`src/rtl/alu_issue_arbiter_if.sv`:
```
// alu_issue_arbiter_if: request, response and ALU-side signals of the ALU issue arbiter
interface alu_issue_arbiter_if #(parameter int DSIZE = 32);
   logic             req0_valid, req0_ready, req1_valid, req1_ready;
   logic [3:0]       req0_code, req1_code;
   logic [DSIZE-1:0] req0_a, req0_b, req0_imm;
   logic [DSIZE-1:0] req1_a, req1_b, req1_imm;
   logic             rsp0_valid, rsp1_valid, rsp_zero;
   logic [DSIZE-1:0] rsp_out;
   logic [3:0]       alu_code;
   logic [DSIZE-1:0] alu_a, alu_b, alu_imm, alu_out;
   logic             alu_zero, busy;
   modport slave (
      input  req0_valid, req0_code, req0_a, req0_b, req0_imm,
      input  req1_valid, req1_code, req1_a, req1_b, req1_imm,
      input  alu_out, alu_zero,
      output req0_ready, req1_ready, rsp0_valid, rsp1_valid, rsp_out, rsp_zero,
      output alu_code, alu_a, alu_b, alu_imm, busy
   );
   modport master (
      output req0_valid, req0_code, req0_a, req0_b, req0_imm,
      output req1_valid, req1_code, req1_a, req1_b, req1_imm,
      output alu_out, alu_zero,
      input  req0_ready, req1_ready, rsp0_valid, rsp1_valid, rsp_out, rsp_zero,
      input  alu_code, alu_a, alu_b, alu_imm, busy
   );
endinterface

```
`src/rtl/alu_issue_arbiter.sv`:
```
// alu_issue_arbiter: round-robin sharing of one registered ALU between two requesters
module alu_issue_arbiter #(
   parameter int         DSIZE   = 32,
   parameter int         MUL_LAT = 3,
   parameter logic [3:0] OP_ADD  = 4'h0,
   parameter logic [3:0] OP_MUL  = 4'h1
) (
   input logic               clk,
   input logic               rst,
   alu_issue_arbiter_if.slave io_bus
);
   localparam int CW = $clog2(MUL_LAT + 1);
   typedef enum logic [1:0] {IDLE, EXEC, RESP} state_t;
   state_t           r_state;
   logic [CW-1:0]    r_cnt;
   logic             r_owner, r_last_grant, r_rsp0, r_rsp1;
   logic [3:0]       r_code;
   logic [DSIZE-1:0] r_a, r_b, r_imm;
   logic             w_can_accept, w_grant0, w_grant1, w_accept;
   logic [3:0]       w_code;
   logic [DSIZE-1:0] w_a, w_b, w_imm;
   // on a tie the requester that did not win last time gets the ALU
   assign w_can_accept = (r_state != EXEC);
   assign w_grant1     = io_bus.req1_valid & (~io_bus.req0_valid | ~r_last_grant);
   assign w_grant0     = io_bus.req0_valid & ~w_grant1;
   assign w_accept     = w_can_accept & (w_grant0 | w_grant1);
   assign w_code       = w_grant1 ? io_bus.req1_code : io_bus.req0_code;
   assign w_a          = w_grant1 ? io_bus.req1_a    : io_bus.req0_a;
   assign w_b          = w_grant1 ? io_bus.req1_b    : io_bus.req0_b;
   assign w_imm        = w_grant1 ? io_bus.req1_imm  : io_bus.req0_imm;
   assign io_bus.req0_ready = w_can_accept & w_grant0;
   assign io_bus.req1_ready = w_can_accept & w_grant1;
   assign io_bus.rsp0_valid = r_rsp0;
   assign io_bus.rsp1_valid = r_rsp1;
   assign io_bus.rsp_out    = io_bus.alu_out;
   assign io_bus.rsp_zero   = io_bus.alu_zero;
   assign io_bus.alu_code   = r_code;
   assign io_bus.alu_a      = r_a;
   assign io_bus.alu_b      = r_b;
   assign io_bus.alu_imm    = r_imm;
   assign io_bus.busy       = (r_state != IDLE);
   always_ff @(posedge clk) begin
      if (rst) begin
         r_state      <= IDLE;
         r_cnt        <= '0;
         r_owner      <= 1'b0;
         r_last_grant <= 1'b1;
         r_rsp0       <= 1'b0;
         r_rsp1       <= 1'b0;
         r_code       <= OP_ADD;
         r_a          <= '0;
         r_b          <= '0;
         r_imm        <= '0;
      end else begin
         r_rsp0 <= 1'b0;
         r_rsp1 <= 1'b0;
         if (w_accept) begin
            r_state      <= EXEC;
            r_code       <= w_code;
            r_a          <= w_a;
            r_b          <= w_b;
            r_imm        <= w_imm;
            r_owner      <= w_grant1;
            r_last_grant <= w_grant1;
            r_cnt        <= (w_code == OP_MUL) ? CW'(MUL_LAT) : CW'(1);
         end else if (r_state == EXEC) begin
            r_cnt <= r_cnt - CW'(1);
            if (r_cnt == CW'(1)) begin
               r_state <= RESP;
               r_rsp0  <= ~r_owner;
               r_rsp1  <= r_owner;
            end
         end else if (r_state == RESP) begin
            r_state <= IDLE;
         end
      end
   end
endmodule

```
`src/flat_wrapper.sv`:
```
// flat-port wrapper written by rule: the top's interface ports become plain ports
module alu_issue_arbiter_flat 
#(
   parameter int         DSIZE   = 32,
   parameter int         MUL_LAT = 3,
   parameter logic [3:0] OP_ADD  = 4'h0,
   parameter logic [3:0] OP_MUL  = 4'h1
)
  (clk, rst, io_bus_req0_valid, io_bus_req0_code, io_bus_req0_a, io_bus_req0_b, io_bus_req0_imm, io_bus_req1_valid, io_bus_req1_code, io_bus_req1_a, io_bus_req1_b, io_bus_req1_imm, io_bus_alu_out, io_bus_alu_zero, io_bus_req0_ready, io_bus_req1_ready, io_bus_rsp0_valid, io_bus_rsp1_valid, io_bus_rsp_out, io_bus_rsp_zero, io_bus_alu_code, io_bus_alu_a, io_bus_alu_b, io_bus_alu_imm, io_bus_busy);
  alu_issue_arbiter_if #(.DSIZE(DSIZE)) io_bus_i ();
  input logic clk;
  input logic rst;
  input wire logic [$bits(io_bus_i.req0_valid)-1:0] io_bus_req0_valid;
  input wire logic [$bits(io_bus_i.req0_code)-1:0] io_bus_req0_code;
  input wire logic [$bits(io_bus_i.req0_a)-1:0] io_bus_req0_a;
  input wire logic [$bits(io_bus_i.req0_b)-1:0] io_bus_req0_b;
  input wire logic [$bits(io_bus_i.req0_imm)-1:0] io_bus_req0_imm;
  input wire logic [$bits(io_bus_i.req1_valid)-1:0] io_bus_req1_valid;
  input wire logic [$bits(io_bus_i.req1_code)-1:0] io_bus_req1_code;
  input wire logic [$bits(io_bus_i.req1_a)-1:0] io_bus_req1_a;
  input wire logic [$bits(io_bus_i.req1_b)-1:0] io_bus_req1_b;
  input wire logic [$bits(io_bus_i.req1_imm)-1:0] io_bus_req1_imm;
  input wire logic [$bits(io_bus_i.alu_out)-1:0] io_bus_alu_out;
  input wire logic [$bits(io_bus_i.alu_zero)-1:0] io_bus_alu_zero;
  output wire logic [$bits(io_bus_i.req0_ready)-1:0] io_bus_req0_ready;
  output wire logic [$bits(io_bus_i.req1_ready)-1:0] io_bus_req1_ready;
  output wire logic [$bits(io_bus_i.rsp0_valid)-1:0] io_bus_rsp0_valid;
  output wire logic [$bits(io_bus_i.rsp1_valid)-1:0] io_bus_rsp1_valid;
  output wire logic [$bits(io_bus_i.rsp_out)-1:0] io_bus_rsp_out;
  output wire logic [$bits(io_bus_i.rsp_zero)-1:0] io_bus_rsp_zero;
  output wire logic [$bits(io_bus_i.alu_code)-1:0] io_bus_alu_code;
  output wire logic [$bits(io_bus_i.alu_a)-1:0] io_bus_alu_a;
  output wire logic [$bits(io_bus_i.alu_b)-1:0] io_bus_alu_b;
  output wire logic [$bits(io_bus_i.alu_imm)-1:0] io_bus_alu_imm;
  output wire logic [$bits(io_bus_i.busy)-1:0] io_bus_busy;
  assign io_bus_i.req0_valid = io_bus_req0_valid;
  assign io_bus_i.req0_code = io_bus_req0_code;
  assign io_bus_i.req0_a = io_bus_req0_a;
  assign io_bus_i.req0_b = io_bus_req0_b;
  assign io_bus_i.req0_imm = io_bus_req0_imm;
  assign io_bus_i.req1_valid = io_bus_req1_valid;
  assign io_bus_i.req1_code = io_bus_req1_code;
  assign io_bus_i.req1_a = io_bus_req1_a;
  assign io_bus_i.req1_b = io_bus_req1_b;
  assign io_bus_i.req1_imm = io_bus_req1_imm;
  assign io_bus_i.alu_out = io_bus_alu_out;
  assign io_bus_i.alu_zero = io_bus_alu_zero;
  assign io_bus_req0_ready = io_bus_i.req0_ready;
  assign io_bus_req1_ready = io_bus_i.req1_ready;
  assign io_bus_rsp0_valid = io_bus_i.rsp0_valid;
  assign io_bus_rsp1_valid = io_bus_i.rsp1_valid;
  assign io_bus_rsp_out = io_bus_i.rsp_out;
  assign io_bus_rsp_zero = io_bus_i.rsp_zero;
  assign io_bus_alu_code = io_bus_i.alu_code;
  assign io_bus_alu_a = io_bus_i.alu_a;
  assign io_bus_alu_b = io_bus_i.alu_b;
  assign io_bus_alu_imm = io_bus_i.alu_imm;
  assign io_bus_busy = io_bus_i.busy;
  alu_issue_arbiter #(.DSIZE(DSIZE), .MUL_LAT(MUL_LAT), .OP_ADD(OP_ADD), .OP_MUL(OP_MUL)) u_core (.clk(clk), .rst(rst), .io_bus(io_bus_i));
endmodule
```
`config.mk`:
```
export PLATFORM = sky130hd
export DESIGN_NAME = alu_issue_arbiter_flat
export DESIGN_NICKNAME = d
export VERILOG_FILES = /design/src/rtl/alu_issue_arbiter_if.sv /design/src/rtl/alu_issue_arbiter.sv /design/src/flat_wrapper.sv
export SDC_FILE = /design/constraint.sdc
export NUM_CORES = 1
export LEC_CHECK = 0
export BUFFER_PORTS_ARGS = -buffer_cell sky130_fd_sc_hd__buf_2
export CAP_MARGIN = 20
export CORE_AREA = 2 2 146 148
export CTS_BUF_LIST = sky130_fd_sc_hd__clkbuf_2 sky130_fd_sc_hd__clkbuf_4 sky130_fd_sc_hd__clkbuf_8
export CTS_CLUSTER_SIZE = 14
export DETAILED_ROUTE_END_ITERATION = 6
export DIE_AREA = 0 0 148 150
export PLACE_DENSITY = 0.5
export SYNTH_ARGS = -nofsm -noshare
export SYNTH_HDL_FRONTEND = slang
export SYNTH_SLANG_ARGS = --single-unit
```
`constraint.sdc`:
```
create_clock -name clk -period 1.91 [get_ports clk]
set_input_delay 0.4775 -clock clk [delete_from_list [all_inputs] [get_ports clk]]
set_output_delay 0.4775 -clock clk [all_outputs]
set_load 0.1 [all_outputs]
```
---- After elaboration in Yosys (flattened, before gate mapping) ----
Cells that the tools add are included.
storage, ports and cells
  logic and storage cells ................. 51
  register bits after elaboration ......... 108
  output and inout port bits .............. 138
  input bits .............................. 237
cells by class
  equal/unequal tests ..................... 7
  reductions and logical operators ........ 8
  bitwise operators ....................... 13
  $add $sub $neg .......................... 1
  muxes and demuxes ....................... 11
operators with widths
  operator             number
  $mux 32              3
  $mux 2               6
  $not 1->1            6
  $reduce_bool 2->1    3
  $and 1x1->1          5
  $eq 2x1->1 const B   2
  $eq 4x1->1 const B   1
  $mux 4               1
  $reduce_and 2->1     2
  $reduce_or 4->1      1
  $ne 3x2->1 const B   1
  $reduce_bool 3->1    1
  $eq 2x2->1 const B   1
  $ne 2x1->1 const B   1
  $ne 2x2->1 const B   1
  $or 1x1->1           2
  $reduce_or 2->1      1
  $sub 2x1->2 const B  1
  $mux 1               1

---- Longest topological paths before layout ----
Gate-level depths: netlist of run 1.
  depth in word-level cells ............... 9
  depth in mapped cells ................... 8
  depth with buffers taken out ............ 6

---- Worst setup path after synthesis of run 1 ----
OpenSTA, ideal clock, no wires.
  path kind ............................... input-to-output
  from .................................... input io_bus_req1_valid
  to ...................................... output io_bus_req1_ready
  stages on the path ...................... 4
  arrival ................................. 2.280 ns
  required time ........................... 1.432 ns
  buffers on the path ..................... 2
  path slack .............................. -0.847 ns
  cells stage by stage .................... a21bo_1 > buf_4 > buf_2 > nor2_1
between the ends
  longest elaborated chain between the ends .. 2
ends and longest elaborated chain
  element          line                     source
  start, declared  flat_wrapper.sv:18       input wire logic [$bits(io_bus_i.req1_valid)-1:0] io_bus_req1_valid;
  $and 1x1->1      alu_issue_arbiter.sv:24  assign w_grant1 = io_bus.req1_valid & (~io_bus.req0_valid | ~r_last_grant);
  $and 1x1->1      alu_issue_arbiter.sv:32  assign io_bus.req1_ready = w_can_accept & w_grant1;
  end, declared    flat_wrapper.sv:26       output wire logic [$bits(io_bus_i.req1_ready)-1:0] io_bus_req1_ready;
Every way passes these cells.

---- Worst setup path in the final report of run 1 ----
  from .................................... register u_core.r_state[1]
  to ...................................... output io_bus_req1_ready
between the ends
  longest elaborated chain between the ends .. 2
ends and longest elaborated chain
  element                 line                     source
  start, declared         alu_issue_arbiter.sv:14  state_t r_state;
  start signal, assigned  alu_issue_arbiter.sv:44  r_state <= IDLE;
  start signal, assigned  alu_issue_arbiter.sv:58  r_state <= EXEC;
  start signal, assigned  alu_issue_arbiter.sv:69  r_state <= RESP;
  $ne 2x1->1              alu_issue_arbiter.sv:23  assign w_can_accept = (r_state != EXEC);
  $and 1x1->1             alu_issue_arbiter.sv:32
Every way passes these cells.

==> results of run 1 <==
## placed cells by master, fill, tap and decap left out
master and count:
buf_6 1, clkbuf_4 1, o32a_1 1, nor2_1 108
a221o_1 1, a211o_1 1, dfxtp_1 105, ha_4 1
a221oi_2 1, nand2_4 1, nor4_1 1, o21ai_0 3
clkinvlp_4 2, buf_12 15, nand3_1 2, nor3b_1 1
dfxtp_2 3, inv_1 3, buf_8 1, ha_1 3
inv_2 2, a21oi_1 4, buf_4 16, a21boi_4 1
clkinv_2 1, buf_2 304, nor2b_1 1, a21bo_4 1
nand2_1 200, a211oi_1 1, inv_4 1, nor2_4 3
clkbuf_8 9, a311oi_1 99, inv_6 2, nor3_1 2
## logic make-up (layout without fill, tap and decap cells)
group	Yosys count	count (layout)	share of synthesized area
fa+ha+maj	4	4	0.0101
flops	108	108	0.437
compound gates	113	113	0.197
buf+inv	96	358	0.111
simple gates	319	319	0.245
## sequential cells by signal (all words and copies together) (netlist names)
name	cells
u_core.io_bus.alu_code	4
u_core.r_cnt	2
u_core.r_last_grant	1
u_core.io_bus.alu_a	32
u_core.io_bus.alu_imm	32
u_core.io_bus.alu_b	32
u_core.io_bus.rsp0_valid	1
u_core.r_owner	1
u_core.r_state	2
u_core.io_bus.rsp1_valid	1
## layer usage
layer	vias to the layer above	part of all wire
met5	-	0
met4	0	0.010
met3	12	0.077
met2	229	0.51
met1	2401	0.40
li1	2681	-
## critical path, delay by kind of cell, from the launching register on
family        cells  cell delay [ns]
buf+inv           3             0.37
flops             1             0.34
fa+ha+maj         1             0.17
simple gates      1             0.11
## area by class of cell
| cell class | count | area [µm²] |
|---|---|---|
| flip-flops and latches | 108 | 2170 |
| repair buffers | 337 | 1970 |
| clock inverters | 5 | 37.5 |
| fillers | 2318 | 13700 |
| well taps | 275 | 344 |
| multi-input cells | 436 | 2290 |
| inverters | 6 | 25.0 |
| clock buffers | 10 | 131 |
## metrics by stage
step / utilization / instances / hold WS [ns]
after global routing: 0.337 / 1177 / 0.322
after global placement: 0.324 / 1155 / 0.447
after floorplan: - / 640 / 0.415
after CTS: 0.334 / 1171 / 0.313
after detailed placement: 0.324 / 1155 / 0.454
final: 0.337 / 1177 / 0.346
## cell usage after synthesis
| master | n | area, µm² |
|---|---|---|
| nand2_1 | 201 | 754 |
| nor2_1 | 110 | 413 |
| dfxtp_1 | 108 | 2160 |
| a311oi_1 | 99 | 867 |
| buf_2 | 41 | 205 |
| buf_4 | 36 | 270 |
| clkbuf_1 | 13 | 48.8 |
| inv_1 | 5 | 18.8 |
| a21oi_1 | 4 | 20.0 |
| ha_1 | 4 | 50.1 |
| o21ai_0 | 3 | 15.0 |
| nand3_1 | 2 | 10.0 |
| nor3_1 | 2 | 10.0 |
| a211o_1 | 1 | 8.76 |
| a211oi_1 | 1 | 7.51 |
| a21bo_1 | 1 | 10.0 |
| a21boi_2 | 1 | 11.3 |
| a221o_1 | 1 | 10.0 |
| a221oi_2 | 1 | 15.0 |
| inv_2 | 1 | 3.75 |
| nor2_2 | 1 | 6.26 |
| nor2b_1 | 1 | 6.26 |
| nor3b_1 | 1 | 7.51 |
| nor4_1 | 1 | 6.26 |
| o32a_1 | 1 | 10.0 |
## what timing repair did
action,in CTS,in global routing
setup buffers,1,6
endpoints found under the hold margin,0,0
pin swaps,1,4
setup endpoints to repair,3,2
resized for setup,11,3
## where the power goes
| group | internal (µW) | leakage, µW | switching, µW |
|---|---|---|---|
| combinational | 754 | 0.00240 | 2700 |
| clock | 492 | 0.0000826 | 849 |
| sequential | 2530 | 0.000898 | 143 |
## worst max-delay path by stage
stage | start | end | cells after the start
finish | u_core.r_state[1] | io_bus_req1_ready | 5
CTS | u_core.r_last_grant | io_bus_req0_ready | 4
global placement | io_bus_req1_valid | io_bus_req0_ready | 5
global route | u_core.r_state[1] | io_bus_req1_ready | 5
floorplan | io_bus_req1_valid | io_bus_req1_ready | 4
detailed placement | io_bus_req1_valid | io_bus_req0_ready | 5
==> impl_metrics.ini, run 1 <==
[grt]
grt_first_pass_wirelength_um = 27100
global_route.usage.met2 = 0.287
largest_net_degree_at_the_start_of_global_routing = 57
grt.busiest_layer = met2
grt.met1_usage = 0.174
antenna_found_initial = 0
grt_usage = 0.154
via_count_of_the_first_global_routing_pass = 5162
grt_util_met3 = 0.0430
grt-ovfl-total = 0

[power_and_ir_drop]
max-vdd-ir-drop_v = 0.000477
finalPower_uw = 7470
pwr_density_cell_nw_per_um2 = 1070
cellLeakagePower_uw = 0.00338

[detailed_routing]
routed_wire_per_std_cell_um = 15.3
num_vias = 5323
detail-route-antenna-nets = 0
drt_iter0_drc = 205
post-route-drc-count = 0
dr.pass1.iters = 4
post_drt_via_cell_ratio = 4.52
drt-total-wl_um = 18000

[synth]
synth_area_per_cell_um2 = 7.73
synth.ff_latch_count = 108
synth.net_count = 881
fraction_of_the_yosys_area_taken_by_sequential_cells = 0.437
ys.warnings.count = 0
netlist_instances = 640
ys_types = 25
synth_cell_area_um2 = 4950

[placement]
detailedPlacementHpwl_um = 13600
count_of_input_and_output_buffers = 308
detailed_place.area_um2 = 6700
place.gp.congestion = 0.798
dpl_worst_slack_ns = 0.106

[critical_path]
timing.critical_path.cells = inv_2 -> ha_4 -> buf_6 -> nor2_4 -> buf_12
critical_path.slowest_cell = dfxtp_2
flop2flop_setup_slack_ns = 0.21
worst-path-max-fanout = 6
critical_path_class = flop to primary output
data_arrival_at_the_endpoint_of_the_critical_path_ns = 1.36
endpoint_kind = primary output
worst_r2r_path_depth = 8
capture_point_of_the_worst_reg_to_reg_path = u_core.io_bus.alu_a[27]
critPathRequiredTime_ns = 1.43
timing.critical_path.from_type = flop
critPathMaxStageDelay_ns = 0.34
regToRegStartpoint = u_core.r_state[1]

[timing]
headroom_to_the_max_slew_limit = 0.656
unrepaired_setup_endpoints_after_global_routing = false
post-route-min-period_ns = 1.83
setup_total_negative_slack_ns = 0
setup_viols_final = 0
fmaxAchievable_mhz = 545
layout_worst_path_cycle_share = 0.960
worst_clock_skew_ns = 0.0137
final_setup_slack_of_the_worst_path_ns = 0.0755
timing_hold_violations_final = 0
tightestPinTransition_ns = 0.520
max_slew_violation_count = 0

[clock_network]
cts_made_buffers = 9
cts-htree-levels = 3
cts_root_buf = clkbuf_8
clkLatencyLatePin_ns = 0.37
cts_hold_buffers = 0
cts_tree = yes
cts_num_sinks = 108
clk_pin_slew_worst_paths_ns = 0.11
ctsLongestPathBuffers = 2

[final_layout]
final_cell_area_um2 = 6960
nets = 1139
area_growth_pct = 40.8
drive_gt1_frac = 0.406
n_antenna_cell = 0

[job]
drv_cap = 0

[worst_hold_path]
holdCritStartpoint = io_bus_req1_a[19]
min_path_type = primary input to flop
hold_end = u_core.io_bus.alu_a[19]
holdPathStages = 3

[floorplanning]
die_width_um = 148
total_die_area_um2 = 22200
design.core.area_um2 = 20700
floorplan.initialDensity = 0.239
floorplan.io_pins = 375
placement_rows = 53
die_height_um = 150

[status]
outcome = finished, final reports clean
(Power assumes the default switching activity.)
==> run 2: changes to the inputs <==
REMOVE_ABC_BUFFERS = 1   (was not set)
==> impl_metrics.ini, run 2 (synthesis gave the netlist of run 1 again) <==
[clock_network]
cts-htree-levels = 3
cts_made_buffers = 9
ctsLongestPathBuffers = 2
cts_num_sinks = 108
clkLatencyLatePin_ns = 0.38
cts_tree = yes
cts_root_buf = clkbuf_8
cts_hold_buffers = 0
clk_pin_slew_worst_paths_ns = 0.11

[critical_path]
worst-path-max-fanout = 6
worst_r2r_path_depth = 8
critPathRequiredTime_ns = 1.43
timing.critical_path.from_type = flop
critical_path.slowest_cell = dfxtp_2
critPathMaxStageDelay_ns = 0.37
critical_path_depth = 3
timing.critical_path.cells = a21bo_4 -> nor2_2 -> buf_12
capture_point_of_the_worst_reg_to_reg_path = u_core.io_bus.alu_b[27]
flop2flop_setup_slack_ns = 0.19
buf_inv_stages_crit_path = 1
family_with_the_most_delay_on_the_worst_path = flip-flops
critical_path_class = flop to primary output
endpoint_kind = primary output
regToRegStartpoint = u_core.r_state[1]
data_arrival_at_the_endpoint_of_the_critical_path_ns = 1.36

[final_layout]
stdcell_count = 1171
mostFrequentLayoutCell = buf_2
drive_gt1_frac = 0.401
layout_common_cells = buf_2, nand2_1, nor2_1
nets = 1134
area_growth_pct = 39.3

[detailed_routing]
post-route-drc-count = 0
drt-total-wl_um = 18800
post_drt_via_cell_ratio = 4.55
routed_wire_per_std_cell_um = 16.1
num_vias = 5333
drt_iter0_drc = 197
dr.pass1.iters = 5
detail-route-antenna-nets = 0

[power_and_ir_drop]
pwr_density_cell_nw_per_um2 = 1070
max-vdd-ir-drop_v = 0.000468
cellLeakagePower_uw = 0.00334
finalPower_uw = 7390

[timing]
setup_total_negative_slack_ns = 0
layout_worst_path_cycle_share = 0.962
fmaxAchievable_mhz = 544
whs_ns = 0.340
unrepaired_setup_endpoints_after_global_routing = false
tightestPinTransition_ns = 0.526
max_slew_violation_count = 0
headroom_to_the_max_slew_limit = 0.652
timing_hold_violations_final = 0
setup_viols_final = 0
post-route-min-period_ns = 1.84
worst_clock_skew_ns = 0.0112

[job]
drv_cap = 0

[floorplanning]
die_width_um = 148
design.core.area_um2 = 20700
total_die_area_um2 = 22200
placement_rows = 53
die_height_um = 150
floorplan.initialDensity = 0.239
floorplan.io_pins = 375

[worst_hold_path]
holdCritStartpoint = io_bus_req1_a[18]
holdPathStages = 3
hold_end = u_core.io_bus.alu_a[18]
min_path_type = primary input to flop

[placement]
detailedPlacementHpwl_um = 14400
place.gp.congestion = 0.775
dp.cells = 1156
count_of_input_and_output_buffers = 308

[grt]
grt_first_pass_wirelength_um = 28200
antenna_found_initial = 0
via_count_of_the_first_global_routing_pass = 5087
largest_net_degree_at_the_start_of_global_routing = 52
grt-ovfl-total = 0
grt_usage = 0.164

[status]
outcome = finished, final reports clean
run 2: routing by layer:
metal,up-vias,track usage,share of wire
li1,2675,-,-
met1,2354,0.204,0.43
met2,268,0.238,0.42
met3,34,0.0811,0.12
met4,2,0.0662,0.026
met5,-,0.0364,0.0039
run 2: how the worst max path moves through the flow:
| stage | start | end | slack (ns) |
|---|---|---|---|
| after floorplan | u_core.r_state[1] | u_core.io_bus.alu_a[0] | -3.05 |
| after global placement | io_bus_req0_valid | u_core.io_bus.alu_imm[1] | 0.11 |
| after detailed placement | io_bus_req0_valid | u_core.io_bus.alu_b[7] | 0.06 |
| after CTS | u_core.r_last_grant | io_bus_req1_ready | -0.09 |
| after global routing | u_core.r_last_grant | io_bus_req1_ready | 0.005 |
| final | u_core.r_last_grant | io_bus_req1_ready | 0.07 |
run 2: power by group:
part	leakage, µW	internal (µW)	switching [µW]	total, µW
Clock	0.0000735	457	821	1280
Combinational	0.00237	746	2700	3440
Sequential	0.000898	2530	142	2670
Total	0.00334	3730	3660	7390
run 2: area by class of cell:
class                      count  area [µm²]
antenna                        1        2.50
clock buffer                   9         124
clock inverter                 4        28.8
fill                        2273       13800
inverter                       6        25.0
multi-input combinational    436        2290
sequential                   108        2170
tap                          275         344
timing repair buffer         332        1910
run 2: tightest hold or removal path: stages:
cell      delay, ns
buf_2          0.10
nand2_1        0.04
a311oi_1       0.07
run 2: per-stage QoR:
| stage | area, µm² | worst slack, ns | utilization |
|---|---|---|---|
| 2_1_floorplan | 4420 | -3.05 | - |
| 3_3_place_gp | 6680 | 0.110 | 0.323 |
| 3_5_place_dp | 6680 | 0.0632 | 0.323 |
| 4_1_cts | 6860 | -0.0903 | 0.331 |
| 5_1_grt | 6890 | 0.00475 | 0.333 |
| 6_report | 6890 | 0.0720 | 0.333 |
run 2: repair_timing:
| item | 4_1_cts | 5_1_grt |
|---|---|---|
| setup endpoints to repair | 3 | 5 |
| pin swaps | 1 | 1 |
| gates resized for setup | 6 | 10 |
| setup buffers | 1 | 0 |
